<file path="src/rtl/hazard_forward_unit.sv">
// ---------------------------------------------------------------------------
// hazard_forward_unit
//
// Purpose
//   Produces the Selector codes for the two EX-stage operand muxes of the
//   RV32 5-stage pipeline. The unit sits in ID and follows the destination
//   register, register-write and load flags of the instructions in flight.
//   It detects read-after-write hazards, which are resolved by forwarding,
//   and load-use hazards, which are resolved by a single stall cycle. It
//   inserts a bubble into EX on a stall or on a branch flush. The selector
//   outputs are registered, so they are valid in EX exactly one clock after
//   the instruction was presented in ID.
//
// Parameters
//   REG_AW  register address width
//   CNT_W   stall counter width (used only when HFU_STALL_CNT_EN is defined)
//
// Ports
//   clk          in   pipeline clock, rising edge
//   rst_n        in   asynchronous active-low reset
//   id_valid     in   ID holds a real instruction
//   id_rs1       in   ID source register 1
//   id_rs2       in   ID source register 2
//   id_rd        in   ID destination register
//   id_regwrite  in   ID instruction writes rd
//   id_memread   in   ID instruction is a load
//   flush        in   branch/jump taken in EX; kill the ID instruction
//   fwd_sel_a    out  EX operand A select: 0=ID/EX reg, 1=WB data, 2=MEM ALU result
//   fwd_sel_b    out  EX operand B select, same encoding
//   stall        out  combinational; hold PC and IF/ID this cycle
//   ex_bubble    out  registered; the instruction now in EX is a bubble
//   stall_count  out  stall cycles since reset (only with HFU_STALL_CNT_EN)
//
// Configuration
//   HFU_STALL_CNT_EN  when defined, the unit adds the stall_count port and a
//                     free-running counter of stall cycles. The counter wraps
//                     to zero and does not saturate.
// ---------------------------------------------------------------------------
module hazard_forward_unit #(
  parameter int REG_AW = 5,
  parameter int CNT_W  = 32
) (
  input  logic              clk,
  input  logic              rst_n,
  input  logic              id_valid,
  input  logic [REG_AW-1:0] id_rs1,
  input  logic [REG_AW-1:0] id_rs2,
  input  logic [REG_AW-1:0] id_rd,
  input  logic              id_regwrite,
  input  logic              id_memread,
  input  logic              flush,
  output logic [1:0]        fwd_sel_a,
  output logic [1:0]        fwd_sel_b,
  output logic              stall,
`ifdef HFU_STALL_CNT_EN
  output logic              ex_bubble,
  output logic [CNT_W-1:0]  stall_count
`else
  output logic              ex_bubble
`endif
);

  localparam logic [1:0] SEL_IDEX = 2'd0;
  localparam logic [1:0] SEL_WB   = 2'd1;
  localparam logic [1:0] SEL_MEM  = 2'd2;

  // Tracking state for the EX and MEM stages. The WB stage is not tracked:
  // forwarding never reaches beyond WB, because the register file
  // write-through already covers WB->ID. The MEM stage also does not need
  // its load flag, because a load in MEM forwards the same way as an ALU
  // result in MEM.
  logic              ex_v;
  logic [REG_AW-1:0] ex_rd;
  logic              ex_rw;
  logic              ex_mr;
  logic              mem_v;
  logic [REG_AW-1:0] mem_rd;
  logic              mem_rw;

  logic              issue;
  logic              load_use;
  logic [1:0]        sel_a_next;
  logic [1:0]        sel_b_next;

  // A tracked entry hits a source register only when it is a real writer of
  // a non-zero register. x0 is hard-wired to zero, so it never forwards.
  function automatic logic entry_hit(input logic              v,
                                     input logic              rw,
                                     input logic [REG_AW-1:0] rd,
                                     input logic [REG_AW-1:0] rs);
    return v & rw & (rd != '0) & (rd == rs);
  endfunction

  // Choose the selector for a single source operand. The EX entry is the
  // younger producer and holds the newer value, so it takes priority. Next
  // cycle that entry sits in MEM, which is why it maps to the MEM ALU result
  // path. A MEM hit maps to the WB data path for the same reason.
  function automatic logic [1:0] pick_sel(input logic [REG_AW-1:0] rs);
    if (entry_hit(ex_v, ex_rw, ex_rd, rs))
      return SEL_MEM;
    else if (entry_hit(mem_v, mem_rw, mem_rd, rs))
      return SEL_WB;
    else
      return SEL_IDEX;
  endfunction

  // Load-use detection. A load in EX has no data until MEM ends, so a
  // dependent instruction in ID must wait one cycle. A flush kills the ID
  // instruction, which removes the hazard, so flush overrides the stall.
  always_comb begin
    load_use = ex_v & ex_mr & (ex_rd != '0) &
               ((ex_rd == id_rs1) | (ex_rd == id_rs2));
    stall    = id_valid & ~flush & load_use;
    issue    = id_valid & ~flush & ~stall;
  end

  // Next selector values. Any cycle that puts a bubble into EX loads the
  // neutral select, so a dead slot never requests a forward.
  always_comb begin
    sel_a_next = SEL_IDEX;
    sel_b_next = SEL_IDEX;
    if (issue) begin
      sel_a_next = pick_sel(id_rs1);
      sel_b_next = pick_sel(id_rs2);
    end
  end

  // Pipeline tracking plus the registered outputs. Reset clears every
  // tracked entry. An empty EX makes stall fall to zero at once, even when
  // reset arrives in the middle of a stall.
  always_ff @(posedge clk or negedge rst_n) begin
    if (!rst_n) begin
      ex_v      <= 1'b0;
      ex_rd     <= '0;
      ex_rw     <= 1'b0;
      ex_mr     <= 1'b0;
      mem_v     <= 1'b0;
      mem_rd    <= '0;
      mem_rw    <= 1'b0;
      fwd_sel_a <= SEL_IDEX;
      fwd_sel_b <= SEL_IDEX;
      ex_bubble <= 1'b1;
    end else begin
      mem_v     <= ex_v;
      mem_rd    <= ex_rd;
      mem_rw    <= ex_rw;
      ex_v      <= issue;
      ex_rd     <= issue ? id_rd : '0;
      ex_rw     <= issue & id_regwrite;
      ex_mr     <= issue & id_memread;
      fwd_sel_a <= sel_a_next;
      fwd_sel_b <= sel_b_next;
      ex_bubble <= ~issue;
    end
  end

`ifdef HFU_STALL_CNT_EN
  // Stall cycle counter. It wraps naturally at its width.
  always_ff @(posedge clk or negedge rst_n) begin
    if (!rst_n)
      stall_count <= '0;
    else if (stall)
      stall_count <= stall_count + 1'b1;
  end
`endif

endmodule

</file>
<file path="config.mk">
export PLATFORM = sky130hd
export DESIGN_NAME = hazard_forward_unit
export DESIGN_NICKNAME = d
export VERILOG_FILES = /design/src/rtl/hazard_forward_unit.sv
export SDC_FILE = /design/constraint.sdc
export NUM_CORES = 1
export LEC_CHECK = 0
export BUFFER_PORTS_ARGS = -buffer_cell sky130_fd_sc_hd__buf_2
export CAP_MARGIN = 15
export CORE_UTILIZATION = 49
export CTS_CLUSTER_SIZE = 20
export DETAILED_ROUTE_END_ITERATION = 8
export PLACE_DENSITY = 0.79
export SLEW_MARGIN = 25
export SYNTH_ARGS = -nofsm -noshare
export SYNTH_HDL_FRONTEND = slang
export SYNTH_SLANG_ARGS = --single-unit
</file>
<file path="constraint.sdc">
create_clock -name clk -period 1.7 [get_ports clk]
set_input_delay 0 -clock clk [delete_from_list [all_inputs] [get_ports clk]]
set_output_delay 0 -clock clk [all_outputs]
set_load 0.01 [all_outputs]
</file>
==> run_results.csv, run 1 <==
group,metric,value,unit
status,status,"complete, no violations",
route,ant_nets,0,
synthesis,synth_seq_cells,20,
sta,fin_skew,2.13,ps
critical_path,crit_fanout,4,
worst_hold_path,hold_class,"input port to flip-flop",
sta,max_slew_margin,71.4,%
route,via_per_inst,5.15,
sta,hold_viol,0,
sta,finalCriticalPeriod,1590,ps
synthesis,postSynthCellCount,84,
final_layout,final_cell_mix,"buf_2 (26), dfrtp_1 (16), xnor2_1 (10)",
floorplanning,die_width,45.9,um
critical_path,endpoint_kind,"output pin",
global_route,grt_max_degree,21,
route,detail_route.iter0.violations,3,
synthesis,yosysTopAreaCell,"dfrtp_1",
clock_network,htreeDepth,1,
final_layout,drive_gt1_share,35.7,%
critical_path,required,1700,ps
global_route,grtUsageMet1,32.8,%
final_layout,nNetsFinal,148,
global_route,antenna_found_initial,0,
synthesis,yosysSeqAreaShare,53.1,%
global_route,grt_pass1_wl,3.47,mm
clock_network,clk_path_buf_depth,2,
power,powerDensity,716,nW/um2
synthesis,synth.avg_cell_area,11.2,um2
final_layout,layout_commonest_cell,"buf_2",
critical_path,path_class,"flip-flop to output pin",
global_route,grt_util_met3,3.97,%
critical_path,start_kind,"flip-flop",
clock_network,cts_buffers,3,
floorplanning,die_area,2110,um2
clock_network,clkTransAtPathRegs,100,ps
final_layout,nFillCells,148,
placement,finalWeightedCongestion,0.788,
synthesis,syn_area,945,um2
global_route,globalRoute.totalOverflow,0,
clock_network,clk-insertion-delay-late,290,ps
synthesis,yosysTopAreaCellShare,50.3,%
synthesis,synth_nets,105,
power,leakage,0.000609,uW
floorplanning,ios,27,
clock_network,cts_num_sinks,20,
route,post_drt_wl_per_cell,14.0,um
clock_network,cts-root-buf,"clkbuf_4",
route,dr.pass1.iters,4,
placement,dp_hpwl,1.56,mm
route,drc,0,
floorplanning,initial_core_util,53.5,%
synthesis,netlist_top_cells_area,"dfrtp_1 (50%), xnor2_1 (11%), xor2_1 (7.4%), a21oi_1 (4.2%), nand2_1 (3.6%)",
flow_run,maxCapViolCount,0,
placement,io_buffers,26,
route,vias,777,
final_layout,area_growth,35.2,%
floorplanning,core_region_area,1760,um2
power,peakVddDrop,547,uV
clock_network,tritoncts,"yes",
synthesis,ys_warn_count,0,
sta,worst_slew_pin_slew,429,ps
critical_path,crit_arrival,1590,ps
final_layout,diodes,0,
sta,fin_crit_sh,93.8,%
global_route,grt_pass1_vias,747,
final_layout,final_area,1280,um2
global_route,grt.met2_usage,40.3,%
sta,setup_viol,0,
power,power,915,uW
sta,slew_viol_final,0,
placement,place_area,1100,um2
global_route,gr-max-usage-layer,"met2",
floorplanning,dieHeight,45.9,um
sta,max_freq,627,MHz
global_route,track_usage,24.6,%
synthesis,synth_cell_type_count,25,
route,routed_wl,2.12,mm
floorplanning,placementRows,15,
==> cell type report <==
cell class | instances | area [um2] | area share, %
timing repair buffer | 40 | 258 | 20.2
multi-input combinational | 62 | 447 | 35.0
tap | 25 | 31.3 | 2.45
clock buffer | 4 | 36.3 | 2.84
sequential | 20 | 505 | 39.6
==> cells by family after synthesis <==
logic type | synth area share [%]
buf+inv | 1.72
compound gates | 11.7
simple gates | 15.0
xor+xnor | 18.5
flops | 53.1
==> worst max-delay path, stage by stage, from the launching register on <==
cell	delay, ps
dfrtp_1	450
xnor2_1	170
nand4_1	130
o22a_1	270
nor3_2	130
buf_2	160
==> power by group <==
group          leakage, uW  switching, uW  internal [uW]  total (uW)
registers         0.000263           15.4            492         508
clock network    0.0000210            132            130         263
logic             0.000326           69.2           75.4         145
total             0.000609            217            698         915
==> sequential cells by signal, indices dropped and copies added (netlist names) <==
signal	count
mem_v	1
fwd_sel_b	2
fwd_sel_a	2
ex_v	1
ex_bubble	1
ex_rd	5
mem_rd	5
ex_mr	1
mem_rw	1
ex_rw	1
==> synth_stat cells <==
cell       n
nand2_1    9
nand2b_1   1
dfstp_2    1
o211a_1    1
a21o_1     1
nand4_1    4
xnor2_1   12
and3_4     1
nor3_1     5
or4_1      1
o2111a_1   1
o22ai_2    1
xor2_1     8
o21ai_0    1
nor2_1     1
a21oi_1    8
dfrtp_1   19
nor2b_1    1
nor3b_1    1
buf_2      1
nand3_1    1
o22a_1     1
nor3_2     1
a211oi_1   2
buf_6      1
==> final timing paths <==
kind                       startpoint           end  slack [ps]  cells past startpoint
max in group asynchronous       rst_n     ex_bubble        1190                      2
min in group asynchronous       rst_n     mem_rd[3]         180                      2
max                          ex_rd[2]         stall         110                      5
min                             flush          ex_v          50                      3
min reg2reg                     ex_rw        mem_rw         400                      0
max reg2reg                 mem_rd[1]  fwd_sel_a[0]         130                      4
==> metrics by stage <==
| stage | TNS, ps | utilization [%] | std cells | setup WS, ps | hold WS [ps] |
|---|---|---|---|---|---|
| detailed placement | 0 | 62.2 | 134 | 167 | -39.1 |
| floorplan | 0 | - | 84 | 310 | -296 |
| global route | -0.791 | 72.4 | 151 | -0.791 | 45.2 |
| global placement | 0 | 62.2 | 134 | 201 | -41.4 |
| finish | 0 | 72.4 | 151 | 106 | 46.1 |
| CTS | 0 | 70.3 | 149 | 29.4 | 13.1 |
==> metal layers <==
metal	routed length, um	vias up
met2	1120	26
met5	0	-
met4	41	0
li1	-	379
met3	76	4
met1	875	368
==> timing repair <==
item / in CTS / in global routing
setup buffers: 2 / 2
hold endpoints to repair: 28 / 0
hold buffers: 9 / 0
resized for setup: 1 / 5
endpoints found under the setup margin: 1 / 6
pin swaps: 2 / 5
(Power assumes the default switching activity.)
==> run 2, diff against run 1 <==
Settings changed: CAP_MARGIN 15 to default, CTS_BUF_LIST from default to sky130_fd_sc_hd__clkbuf_16.
==> run 2 against run 1 <==
Compared with the run above:
- core utilization increased by 1.7 points
- routed wire length increased by 2.0%
- combinational power about the same
- power increased by 23%
==> run_results.csv, run 2 (synthesis results as in run 1) <==
group,metric,value,unit
status,status,"complete, no violations",
route,detail_route.iter0.violations,21,
route,vias,780,
final_layout,diodes,0,
placement,finalWeightedCongestion,0.788,
critical_path,crit_fanout,4,
critical_path,required,1700,ps
clock_network,clk_path_buf_depth,2,
floorplanning,die_width,45.9,um
final_layout,drive_gt1_share,33.9,%
critical_path,critPathMaxStageDelay,460,ps
critical_path,timing.critical_path.cells,"xnor2_2, nand4_1, o22a_1, nor3_2, buf_2",
floorplanning,dieHeight,45.9,um
clock_network,cts_buffers,3,
route,dr.pass1.iters,4,
final_layout,final_area,1310,um2
final_layout,nNetsFinal,146,
placement,dp_hpwl,1.56,mm
placement,place_area,1100,um2
sta,max_slew_margin,71.8,%
sta,worst_slew_pin_slew,423,ps
sta,slew_viol_final,0,
global_route,track_usage,25.4,%
worst_hold_path,hold_class,"input port to flip-flop",
floorplanning,core_region_area,1760,um2
global_route,grt_pass1_wl,3.59,mm
global_route,grt_max_degree,21,
sta,setup_viol,0,
route,drc,0,
power,powerDensity,862,nW/um2
sta,fin_crit_sh,96.5,%
route,post_drt_wl_per_cell,14.5,um
critical_path,critPathBufInv,1,
critical_path,endpoint_kind,"output pin",
critical_path,crit_arrival,1640,ps
power,leakage,0.000625,uW
global_route,grt_pass1_vias,794,
critical_path,start_kind,"flip-flop",
sta,hold_viol,0,
power,peakVddDrop,740,uV
floorplanning,ios,27,
clock_network,clkTransAtPathRegs,50,ps
final_layout,layout_commonest_cell,"buf_2",
critical_path,critical-path-top-delay-family,"flip-flops",
final_layout,reg_top3,"ex_rd: 5 flops, mem_rd: 5 flops",
route,routed_wl,2.16,mm
flow_run,maxCapViolCount,0,
floorplanning,placementRows,15,
placement,io_buffers,26,
critical_path,path_class,"flip-flop to output pin",
final_layout,area_growth,38.4,%
route,via_per_inst,5.23,
clock_network,cts_num_sinks,20,
critical_path,crit_slowest_cell,"dfrtp_2",
global_route,globalRoute.totalOverflow,0,
clock_network,cts-root-buf,"clkbuf_16",
final_layout,final_cell_mix,"buf_2 (26), dfrtp_1 (18), xnor2_1 (9), nand2_1 (9)",
global_route,antenna_found_initial,0,
sta,max_freq,610,MHz
sta,tns,0,ps
floorplanning,die_area,2110,um2
sta,finalCriticalPeriod,1640,ps
clock_network,clk-insertion-delay-late,250,ps
clock_network,htreeDepth,1,
route,ant_nets,0,
sta,fin_skew,3.97,ps
clock_network,tritoncts,"yes",
floorplanning,initial_core_util,53.5,%
## run 2: final timing paths
kind	startpoint	to	slack, ps	cells after the start
max reg2reg	ex_rd[0]	fwd_sel_b[0]	110	5
min reg2reg	ex_rw	mem_rw	410	0
max	ex_rd[0]	stall	60	5
min	id_valid	ex_v	90	3
min in group asynchronous	rst_n	mem_rd[3]	230	2
max in group asynchronous	rst_n	ex_bubble	1150	2
## run 2: timing repair
item,in CTS,in global routing
gates resized for setup,0,5
setup endpoints to repair,1,8
hold endpoints to repair,26,0
buffers inserted,2,1
hold buffers,8,0
pin swaps,2,1
## run 2: per-layer routing
layer | global-route usage, % | routed length (um) | up-vias
met5 | 0 | 0 | -
met4 | 11.8 | 50 | 0
met3 | 4.76 | 94 | 7
met2 | 41.7 | 1140 | 35
met1 | 32.3 | 878 | 361
li1 | - | - | 377
## run 2: cell type report
cell class	count	area, um2
Multi-Input combinational cell	62	454
Sequential cell	20	503
Fill cell	132	457
Clock buffer	3	75.1
Clock inverter	1	3.75
Tap cell	25	31.3
Timing Repair Buffer	38	240
## run 2: worst register-to-register path, stage by stage (launching register included)
cell,delay [ps]
dfrtp_2,460
xnor2_2,200
nand4_1,130
buf_4,160
o22ai_2,350
a211oi_1,150
## run 2: stage by stage
step,utilization [%],hold WS [ps],total power [uW],std cells,worst slack (ps)
finish,74.1,85.6,1130,149,59.6
global route,74.1,100,1180,149,-31.4
CTS,72.1,67.7,1120,148,44.2
detailed placement,62.2,-39.1,633,134,167
global placement,62.2,-41.4,629,134,201
floorplan,-,-296,578,84,310
## run 2: power by group
group / internal, uW / total (uW) / leakage [uW] / switching (uW)
Combinational: 74.4 / 143 / 0.000321 / 68.3
Clock: 313 / 475 / 0.0000385 / 162
Sequential: 493 / 510 / 0.000266 / 16.9
Total: 880 / 1130 / 0.000625 / 247
==> run 3, diff against run 2 <==
Settings changed: CORE_UTILIZATION 49 to 53, PLACE_DENSITY 0.79 to 0.84.
Clock period 1.7 ns to 1.91 ns, I/O delays scaled along.
==> run 3 against run 2 <==
Compared with the run above:
- the flow now finishes with violations (DRC)
- final cell count is 8.1% lower
- via count decreased by 4.6%
- non-clock buffer count down 3
- routed wire length down 6.2%
- first-iteration DRC count fell by 81%
- core utilization up 4.9 points
- critical path depth unchanged
- sequential share of layout area rose by 1.8 points
- largest power group unchanged
==> run_results.csv, run 3 (synthesis results as in run 1) <==
group,metric,value,unit
status,status,"complete, but fails checks",
status,violations,"DRC",
route,detail_route.iter0.violations,4,
sta,finalCriticalPeriod,1700,ps
global_route,grt.met2_usage,42.9,%
final_layout,multi_input_area,427,um2
worst_hold_path,hold_start,"id_valid",
critical_path,path_class,"flip-flop to output pin",
flow_run,maxCapViolCount,0,
final_layout,reg_top3,"ex_rd: 5 flops, mem_rd: 5 flops",
final_layout,regArea,502,um2
clock_network,clkTransAtPathRegs,50,ps
placement,dp_hpwl,1.45,mm
floorplanning,die_width,44.2,um
route,via_per_inst,5.43,
critical_path,timing.critical_path.cells,"xnor2_1, nand4_1, o22a_1, nor3_1, buf_2",
power,peakVddDrop,574,uV
sta,grt_setup_unrepaired,"no",
sta,max_slew_margin,71.9,%
clock_network,htreeDepth,1,
sta,fin_ws,215,ps
final_layout,drive_gt1_share,28.1,%
placement,finalWeightedCongestion,0.850,
final_layout,final_cell_mix,"buf_2 (26), dfrtp_1 (19), xnor2_1 (12)",
final_layout,layout_commonest_cell,"buf_2",
floorplanning,core_region_area,1580,um2
global_route,grt_pass1_vias,786,
clock_network,cts-root-buf,"clkbuf_16",
floorplanning,dieHeight,44.2,um
critical_path,crit_fanout,4,
global_route,grtUsageMet1,30.5,%
critical_path,crit_slowest_cell,"dfrtp_1",
critical_path,endpoint_kind,"output pin",
clock_network,cts_buffers,3,
placement,place_ws,415,ps
power,powerDensity,798,nW/um2
clock_network,clk_path_buf_depth,2,
clock_network,clk-insertion-delay-late,250,ps
final_layout,area_growth,31.8,%
final_layout,diodes,0,
floorplanning,initial_core_util,59.9,%
route,post_drt_wl_per_cell,14.8,um
sta,hold_viol,0,
clock_network,cts_setup_buffers,0,
sta,max_freq,590,MHz
floorplanning,placementRows,14,
route,drc,2,
sta,fin_skew,3.73,ps
sta,fin_crit_sh,88.8,%
route,vias,744,
global_route,antenna_found_initial,0,
placement,io_buffers,26,
power,leakage,0.000599,uW
route,dr.pass1.iters,5,
critical_path,start_kind,"flip-flop",
worst_hold_path,hold_class,"input port to flip-flop",
global_route,grt_pass1_wl,3.39,mm
final_layout,nNetsFinal,143,
global_route,globalRoute.totalOverflow,0,
critical_path,worstSetupStartpoint,"ex_rd[3]",
global_route,grt_max_degree,21,
route,routed_wl,2.03,mm
final_layout,nFillCells,108,
critical_path,crit_arrival,1700,ps
sta,setup_viol,0,
sta,tns,0,ps
critical_path,required,1910,ps
floorplanning,ios,27,
critical_path,critPathMaxStageDelay,440,ps
sta,slew_viol_final,0,
global_route,gr-max-usage-layer,"met2",
critical_path,timing.rr.start,"ex_rd[3]",
global_route,track_usage,24.5,%
route,ant_nets,0,
sta,worst_slew_pin_slew,422,ps
clock_network,tritoncts,"yes",
floorplanning,die_area,1960,um2
global_route,grt_util_met3,3.67,%
clock_network,cts_num_sinks,20,
[run 3: stage by stage]
step	util [%]	std cells	power (uW)	area [um2]	hold WS, ps
floorplan	-	84	514	945	-296
global placement	68.9	125	559	1090	-48.0
detailed placement	68.9	125	563	1090	-39.5
CTS	79.0	137	992	1240	72.1
global route	79.0	137	1030	1240	95.7
finish	79.0	137	993	1240	67.3
[run 3: final timing paths]
path	endpoint	slack (ps)	depth (start not counted)
max in group asynchronous	ex_bubble	1360	2
min in group asynchronous	ex_rd[1]	220	2
hold / removal	ex_v	70	3
hold reg to reg	mem_rw	420	0
setup reg to reg	fwd_sel_b[0]	390	4
setup / recovery	stall	210	5
[run 3: timing repair]
| action | CTS | global route |
|---|---|---|
| resized for setup | 0 | 0 |
| hold buffers | 8 | 0 |
| endpoints found under the hold margin | 26 | 0 |
[run 3: layout make-up]
class                           count  share of cell area (%)
Tap cell                           16                    1.61
Clock inverter                      1                   0.302
Timing Repair Buffer               35                    17.5
Clock buffer                        3                    6.03
Sequential cell                    20                    40.3
Multi-Input combinational cell     62                    34.3
[run 3: critical path, delay by kind of cell, from the launching register on]
family,cells,cell delay (ps)
xor gates and xnor gates,1,210
DFF,1,440
AOI/OAI and AO/OA,1,270
buffers and inverters,1,160
and+or+nand+nor,2,360
[run 3: report_power, final]
part / switching (uW) / internal (uW)
clock: 145 / 279
sequential: 15.0 / 439
combinational: 56.1 / 59.3
[run 3: metal layers]
| metal | vias to the layer above | wire [um] |
|---|---|---|
| li1 | 369 | - |
| met1 | 349 | 892 |
| met2 | 23 | 1030 |
| met3 | 3 | 76 |
| met4 | 0 | 23 |
| met5 | - | 0 |
